### src/rtl/count_block_ctrl_pkg.sv
// Shared types and defaults for the block-index sequencer and the interpolation top.
package count_block_ctrl_pkg;

    typedef enum logic [1:0] {
        StIdle = 2'd0,
        StRun  = 2'd1,
        StFin  = 2'd2
    } state_e;

    localparam int unsigned DefCntW      = 4;
    localparam int unsigned DefNumBlocks = 16;

endpackage

### src/rtl/count_block_reg.sv
// CNT_W-wide enable/load register holding the current block index.
module count_block_reg #(
    parameter int unsigned CNT_W = 4
) (
    input  logic             clk,
    input  logic             rst_n,
    input  logic             en,
    input  logic [CNT_W-1:0] load_val,
    output logic [CNT_W-1:0] q
);

    always_ff @(posedge clk or negedge rst_n) begin
        if (!rst_n) begin
            q <= '0;
        end else if (en) begin
            q <= load_val;
        end
    end

endmodule

### src/rtl/count_block_ctrl.sv
// Block-index sequencer: START/ADVANCE/ABORT control around a loadable index register.
// Optional continuous (wrapping) mode is enabled by defining COUNT_BLOCK_CTRL_WRAP_EN.
module count_block_ctrl
    import count_block_ctrl_pkg::*;
#(
    parameter int unsigned CNT_W      = DefCntW,
    parameter int unsigned NUM_BLOCKS = DefNumBlocks
) (
    input  logic             CLK,
    input  logic             RST_ASYNC_N,
    input  logic             START,
    input  logic [CNT_W-1:0] FIRST_BLOCK,
    input  logic             ADVANCE,
    input  logic             ABORT,
    output logic [CNT_W-1:0] BLOCK_IDX,
    output logic             BUSY,
    output logic             LAST,
    output logic             DONE,
    output logic             ERR_START
);

    // One extra bit so NUM_BLOCKS == 2^CNT_W is representable in the range check.
    localparam logic [CNT_W:0]   NumBlk  = (CNT_W + 1)'(NUM_BLOCKS);
    localparam logic [CNT_W-1:0] LastIdx = CNT_W'(NUM_BLOCKS - 1);

    state_e           state;
    logic             start_ok;
    logic             idx_en;
    logic [CNT_W-1:0] idx_d;
    logic [CNT_W-1:0] idx_inc;

    assign start_ok = ({1'b0, FIRST_BLOCK} < NumBlk);
    assign idx_inc  = BLOCK_IDX + CNT_W'(1);

    always_comb begin
        idx_en = 1'b0;
        idx_d  = BLOCK_IDX;
        case (state)
            StIdle: begin
                if (START && start_ok) begin
                    idx_en = 1'b1;
                    idx_d  = FIRST_BLOCK;
                end
            end
            StRun: begin
                if (!ABORT && ADVANCE) begin
                    if (!LAST) begin
                        idx_en = 1'b1;
                        idx_d  = idx_inc;
                    end
`ifdef COUNT_BLOCK_CTRL_WRAP_EN
                    else begin
                        idx_en = 1'b1;
                        idx_d  = '0;
                    end
`endif
                end
            end
            default: ;
        endcase
    end

    count_block_reg #(
        .CNT_W(CNT_W)
    ) u_idx_reg (
        .clk     (CLK),
        .rst_n   (RST_ASYNC_N),
        .en      (idx_en),
        .load_val(idx_d),
        .q       (BLOCK_IDX)
    );

    always_ff @(posedge CLK or negedge RST_ASYNC_N) begin
        if (!RST_ASYNC_N) begin
            state     <= StIdle;
            BUSY      <= 1'b0;
            LAST      <= 1'b0;
            DONE      <= 1'b0;
            ERR_START <= 1'b0;
        end else begin
            DONE      <= 1'b0;
            ERR_START <= 1'b0;
            case (state)
                StIdle: begin
                    if (START) begin
                        if (start_ok) begin
                            state <= StRun;
                            BUSY  <= 1'b1;
                            LAST  <= (FIRST_BLOCK == LastIdx);
                        end else begin
                            ERR_START <= 1'b1;
                        end
                    end
                end
                StRun: begin
                    if (ABORT) begin
                        state <= StFin;
                        BUSY  <= 1'b0;
                        LAST  <= 1'b0;
                        DONE  <= 1'b1;
                    end else if (ADVANCE) begin
                        if (LAST) begin
`ifdef COUNT_BLOCK_CTRL_WRAP_EN
                            DONE <= 1'b1;
                            LAST <= (LastIdx == '0);
`else
                            state <= StFin;
                            BUSY  <= 1'b0;
                            LAST  <= 1'b0;
                            DONE  <= 1'b1;
`endif
                        end else begin
                            LAST <= (idx_inc == LastIdx);
                        end
                    end
                end
                StFin: begin
                    state <= StIdle;
                end
                default: begin
                    state <= StIdle;
                    BUSY  <= 1'b0;
                    LAST  <= 1'b0;
                end
            endcase
        end
    end

endmodule

### config.mk
export PLATFORM = sky130hd
export DESIGN_NAME = count_block_ctrl
export DESIGN_NICKNAME = d
export VERILOG_FILES = /design/src/rtl/count_block_ctrl_pkg.sv /design/src/rtl/count_block_reg.sv /design/src/rtl/count_block_ctrl.sv
export SDC_FILE = /design/constraint.sdc
export NUM_CORES = 1
export LEC_CHECK = 0
export CAP_MARGIN = 25
export CORE_ASPECT_RATIO = 0.8
export CORE_MARGIN = 3
export CORE_UTILIZATION = 32
export DETAILED_ROUTE_END_ITERATION = 6
export GPL_ROUTABILITY_DRIVEN = 0
export SETUP_SLACK_MARGIN = 0.05
export SYNTH_ARGS = -nofsm -noshare
export SYNTH_HDL_FRONTEND = slang
export SYNTH_SLANG_ARGS = --single-unit
### constraint.sdc
create_clock -name CLK -period 1.9 [get_ports CLK]
set_input_delay 0.38 -clock CLK [delete_from_list [all_inputs] [get_ports CLK]]
set_output_delay 0.38 -clock CLK [all_outputs]
set_load 0.02 [all_outputs]
* Word-level counts from Yosys, hierarchy flattened *
Cells that the tools add are included.

word-level totals
  output and inout bits = 8
  register bits = 9
  logic and storage cells = 51

operators by class
  $add $sub $neg = 1
  bitwise operators = 1
  muxes and demuxes = 27
  reductions and logical operators = 8
  eq/ne operators = 9

operator list
  kind                 count
  $mux 1               15
  $mux 4               3
  $eq 4x4->1 const B   2
  $mux 2               4
  $pmux 4 s2           1
  $ne 2x2->1 const B   3
  $ne 3x3->1 const B   2
  $pmux 1 s3           2
  $reduce_and 3->1     2
  $reduce_and 5->1     1
  $add 4x1->4 const B  1
  $pmux 2 s2           1
  $reduce_and 4->1     1
  $eq 2x1->1 const B   1
  $eq 2x2->1 const B   1
  $logic_not 2->1      1
  $pmux 1 s2           1
  $reduce_bool 2->1    1
  $logic_and 1x1->1    1
  $logic_not 1->1      1
  $not 1->1            1

* Longest topological paths before layout *
  depth in word-level cells = 6
  depth in mapped cells = 6
  gate-level depth less buffers = 5

* Cells and area by module *
From an unflattened synthesis, not the netlist that was laid out.

unflattened totals
  cells, all modules = 55
  area total of the unflattened synthesis = 574.3 um^2

by module, submodules not included
  module            sequential area each (um^2)  instances  area each (um^2)  cells each
  count_block_ctrl  125.1                        1          429.2             47
  count_block_reg   100.1                        1          145.1             8

* Least setup slack after synthesis *
OpenSTA, ideal clock, no wires.

  kind = flip-flop to flip-flop
  from = register LAST
  to = register u_idx_reg.q[3]
  period minus slack after synthesis = 1.482 ns
  path slack = 0.418 ns
  setup time = 0.125 ns
  path buffers = 0
  arrival time = 1.358 ns
  cell stages (with the launch flop) = 4
  cell sequence = dfrtp_1 nor4bb_1 o21a_1 mux2_2

between the ends
  cells in the longest elaborated chain, start to end = 4
  elaborated cells on any way between the ends = 5

RTL lines
  element                         line                     text
  start, declared                 count_block_ctrl.sv:17   output logic LAST,
  start signal, assigned          count_block_ctrl.sv:89   LAST <= (FIRST_BLOCK == LastIdx);
  start signal, assigned          count_block_ctrl.sv:113  LAST <= (idx_inc == LastIdx);
  $mux 1                          count_block_ctrl.sv:47   if (!LAST) begin
  $mux 1                          count_block_ctrl.sv:46   if (!ABORT && ADVANCE) begin
  $pmux 1 s2                      count_block_ctrl.sv:38   case (state)
  $reduce_and 5->1 (no line) (*)  --
  end signal, assigned            count_block_reg.sv:16    q <= load_val;
  end, declared                   count_block_reg.sv:9     output logic [CNT_W-1:0] q

Mark *: on every way between the ends. The rest lies on a longest branch, timed or not.
A chain may end at the register's enable or synchronous reset.

* Worst setup path after layout *
  from = register LAST
  to = output LAST

No word-level cell between the ends.

==> flow_summary.toml <==
[logic_synthesis]
syn-cell-area_sq_um = 562
yosysWarnings = 0
ys_seq_elements = 9
synth-compound-area-share = 0.158
synth.net_count = 70
yosys.area_share.simple = 0.227
synth_top_family_by_area = "simple AND/OR/NAND/NOR gates"
synthMuxAreaShare = 0.0579
synth-xor-area-share = 0.0312
synthCells = 59
synth_area_per_cell_sq_um = 9.52
synthAdderAreaFrac = 0.0445
ys_seq_area_frac = 0.401
synth.distinct_cells = 29

[global_routing]
grt_pass1_wl_mm = 2.06
antenna_found_initial = 0
grt_pass1_vias = 450
overflow = 0
track_usage = 0.122
grt_max_degree = 11

[power_and_ir_drop]
cellPowerDensity_nw_per_um2 = 1330
p_leak_nw = 0.328
p_sw_mw = 0.404
p_seq_frac = 0.334
pwr-share-clk = 0.142
p_comb_frac = 0.524
switching_share = 0.400
peakVddDrop_mv = 0.658
internal-power_mw = 0.606

[clocking]
cts_tree = "done"
cts_resized = 0
postCtsHoldBufs = 0
cts-root-buf = "clkbuf_4"
cts_setup_buffers = 0
clkTransAtPathRegs_ns = 0.06
insertion_delay_ns = 0.25
clock_path_buffers = 2
cts_num_sinks = 9
htree_levels = 1
cts_inserted_buffers = 3

[final_layout]
area_growth_pct = 34.7
antenna_cells = 0
final_core_util = 0.499
final_cell_mix = "15 x clkdlybuf4s50_1, 11 x a21oi_1, 9 x dfrtp_1"
drive_above_1_share = 0.115
fin_nets = 90
fillers = 155
final_common_cell = "clkdlybuf4s50_1"
final_area_sq_um = 757

[setup_path]
path_max_fanout = 6
worstPathRequired_ns = 1.52
crit_arrival_ns = 1.37
reg2reg_slack_ns = 0.33
crit_slowest_cell = "clkdlybuf4s50_1"
critPathTopFamily = "buffers and inverters"
crit_path_start_kind = "flop"
cp_slowest_stage_delay_ns = 0.65
cp_num_buf_inv = 1
worst-setup-path-type = "flop to primary output"
path_cells = "clkdlybuf4s50_1"
cp-end-kind = "primary output"

[sta]
rsz0062_at_grt = "no"
timing.final.crit_period_ns = 1.75
final-hold-violation-count = 0
fmax_mhz = 571
finalSetupTns_ns = 0
period_share = 0.921
finalClockSkew_ns = 0.000218
setup_violations = 0
slew_viol_final = 0

[job]
maxCapViolations = 0

[routing]
viasPerCell = 4.86
vias = 481
drc = 0
postRouteAntennaNets = 0
wire_per_inst_microns = 12.1
drtPass1Iterations = 3
drtIter0Drc = 5
wirelength_mm = 1.19

[place]
place_area_sq_um = 731
dp_hpwl_microns = 941
port_buffers = 15

[floorplanning]
core_area_sq_um = 1520
rows = 12
die_w_microns = 52.8
die-area_sq_um = 2300
io_pins = 17
fp.dieH_microns = 43.5
initial_core_util = 0.370

[status]
status = "completed"

[worst_hold_path]
min_path_type = "input port to asynchronous set/reset pin"
[registers in the layout, indices dropped and copies added (netlist names)]
name         cells
u_idx_reg.q      4
state            2
BUSY             1
DONE             1
LAST             1
[stage by stage]
step,setup slack (ns),power (mW),instances,hold WS (ns)
floorplan,0.418,0.686,59,0.0844
global placement,0.107,0.872,95,0.504
detailed placement,0.0755,0.876,95,0.495
CTS,0.138,1.03,99,0.439
global route,0.0743,1.10,99,0.445
finish,0.150,1.01,99,0.431
[metal layers]
layer,vias up,GRT usage,part of all wire
met5,-,0,0
met4,0,0.0459,0
met3,0,0.0309,0.064
met2,11,0.153,0.41
met1,229,0.192,0.52
li1,241,-,-
[synthesized netlist by cell type]
cell      instances  area share
a21oi_1          11       0.098
dfrtp_1           9        0.40
nor2_1            8       0.053
inv_1             3       0.020
buf_6             2       0.040
ha_1              2       0.045
xnor2_1           2       0.031
a31oi_1           1       0.011
and2_1            1       0.011
and2b_1           1       0.013
and3_1            1       0.011
and4b_1           1       0.018
buf_4             1       0.013
conb_1            1      0.0067
mux2_1            1       0.020
mux2_2            1       0.020
mux2i_1           1       0.018
nand2_1           1      0.0067
nand2b_1          1       0.011
nand3_1           1      0.0089
nor3b_1           1       0.013
nor4_4            1       0.038
nor4bb_1          1       0.018
o21a_1            1       0.013
o21ai_0           1      0.0089
o22ai_1           1       0.011
o41ai_1           1       0.016
or2_2             1       0.011
or2b_1            1       0.013
[layout make-up]
type / count / area (sq um) / share of cell area
Multi-Input combinational cell: 44 / 295 / 0.390
Sequential cell: 9 / 225 / 0.298
Clock buffer: 4 / 26.3 / 0.0347
Tap cell: 21 / 26.3 / 0.0347
Inverter: 3 / 11.3 / 0.0149
Timing Repair Buffer: 18 / 173 / 0.228
[power groups by stage]
stage	registers [mW]	clock network (mW)	logic [mW]
floorplan	0.399	0	0.287
global placement	0.340	0	0.532
detailed placement	0.342	0	0.534
CTS	0.339	0.154	0.537
global route	0.350	0.166	0.579
finish	0.337	0.144	0.529
[kinds of logic (layout without fill, tap and decap cells)]
logic type | Yosys count | count (layout)
compound gates | 16 | 16
other cells | 1 | 1
simple gates | 20 | 20
buf+inv | 6 | 25
fa+ha+maj | 2 | 2
xor+xnor | 2 | 2
mux | 3 | 3
flops | 9 | 9
[worst paths after layout]
| path | end | startpoint | cells past startpoint |
|---|---|---|---|
| min reg2reg | state[0]$_DFFE_PN0P_ | state[1]$_DFFE_PN0P_ | 1 |
| min | DONE$_DFF_PN0_ | RST_ASYNC_N | 1 |
| min in group CLK | state[0]$_DFFE_PN0P_ | state[1]$_DFFE_PN0P_ | 1 |
| max in group asynchronous | u_idx_reg.q[2]$_DFFE_PN0P_ | RST_ASYNC_N | 1 |
| max | LAST | LAST$_DFFE_PN0P_ | 1 |
| max reg2reg | LAST$_DFFE_PN0P_ | state[1]$_DFFE_PN0P_ | 4 |
(Power assumes the default switching activity.)
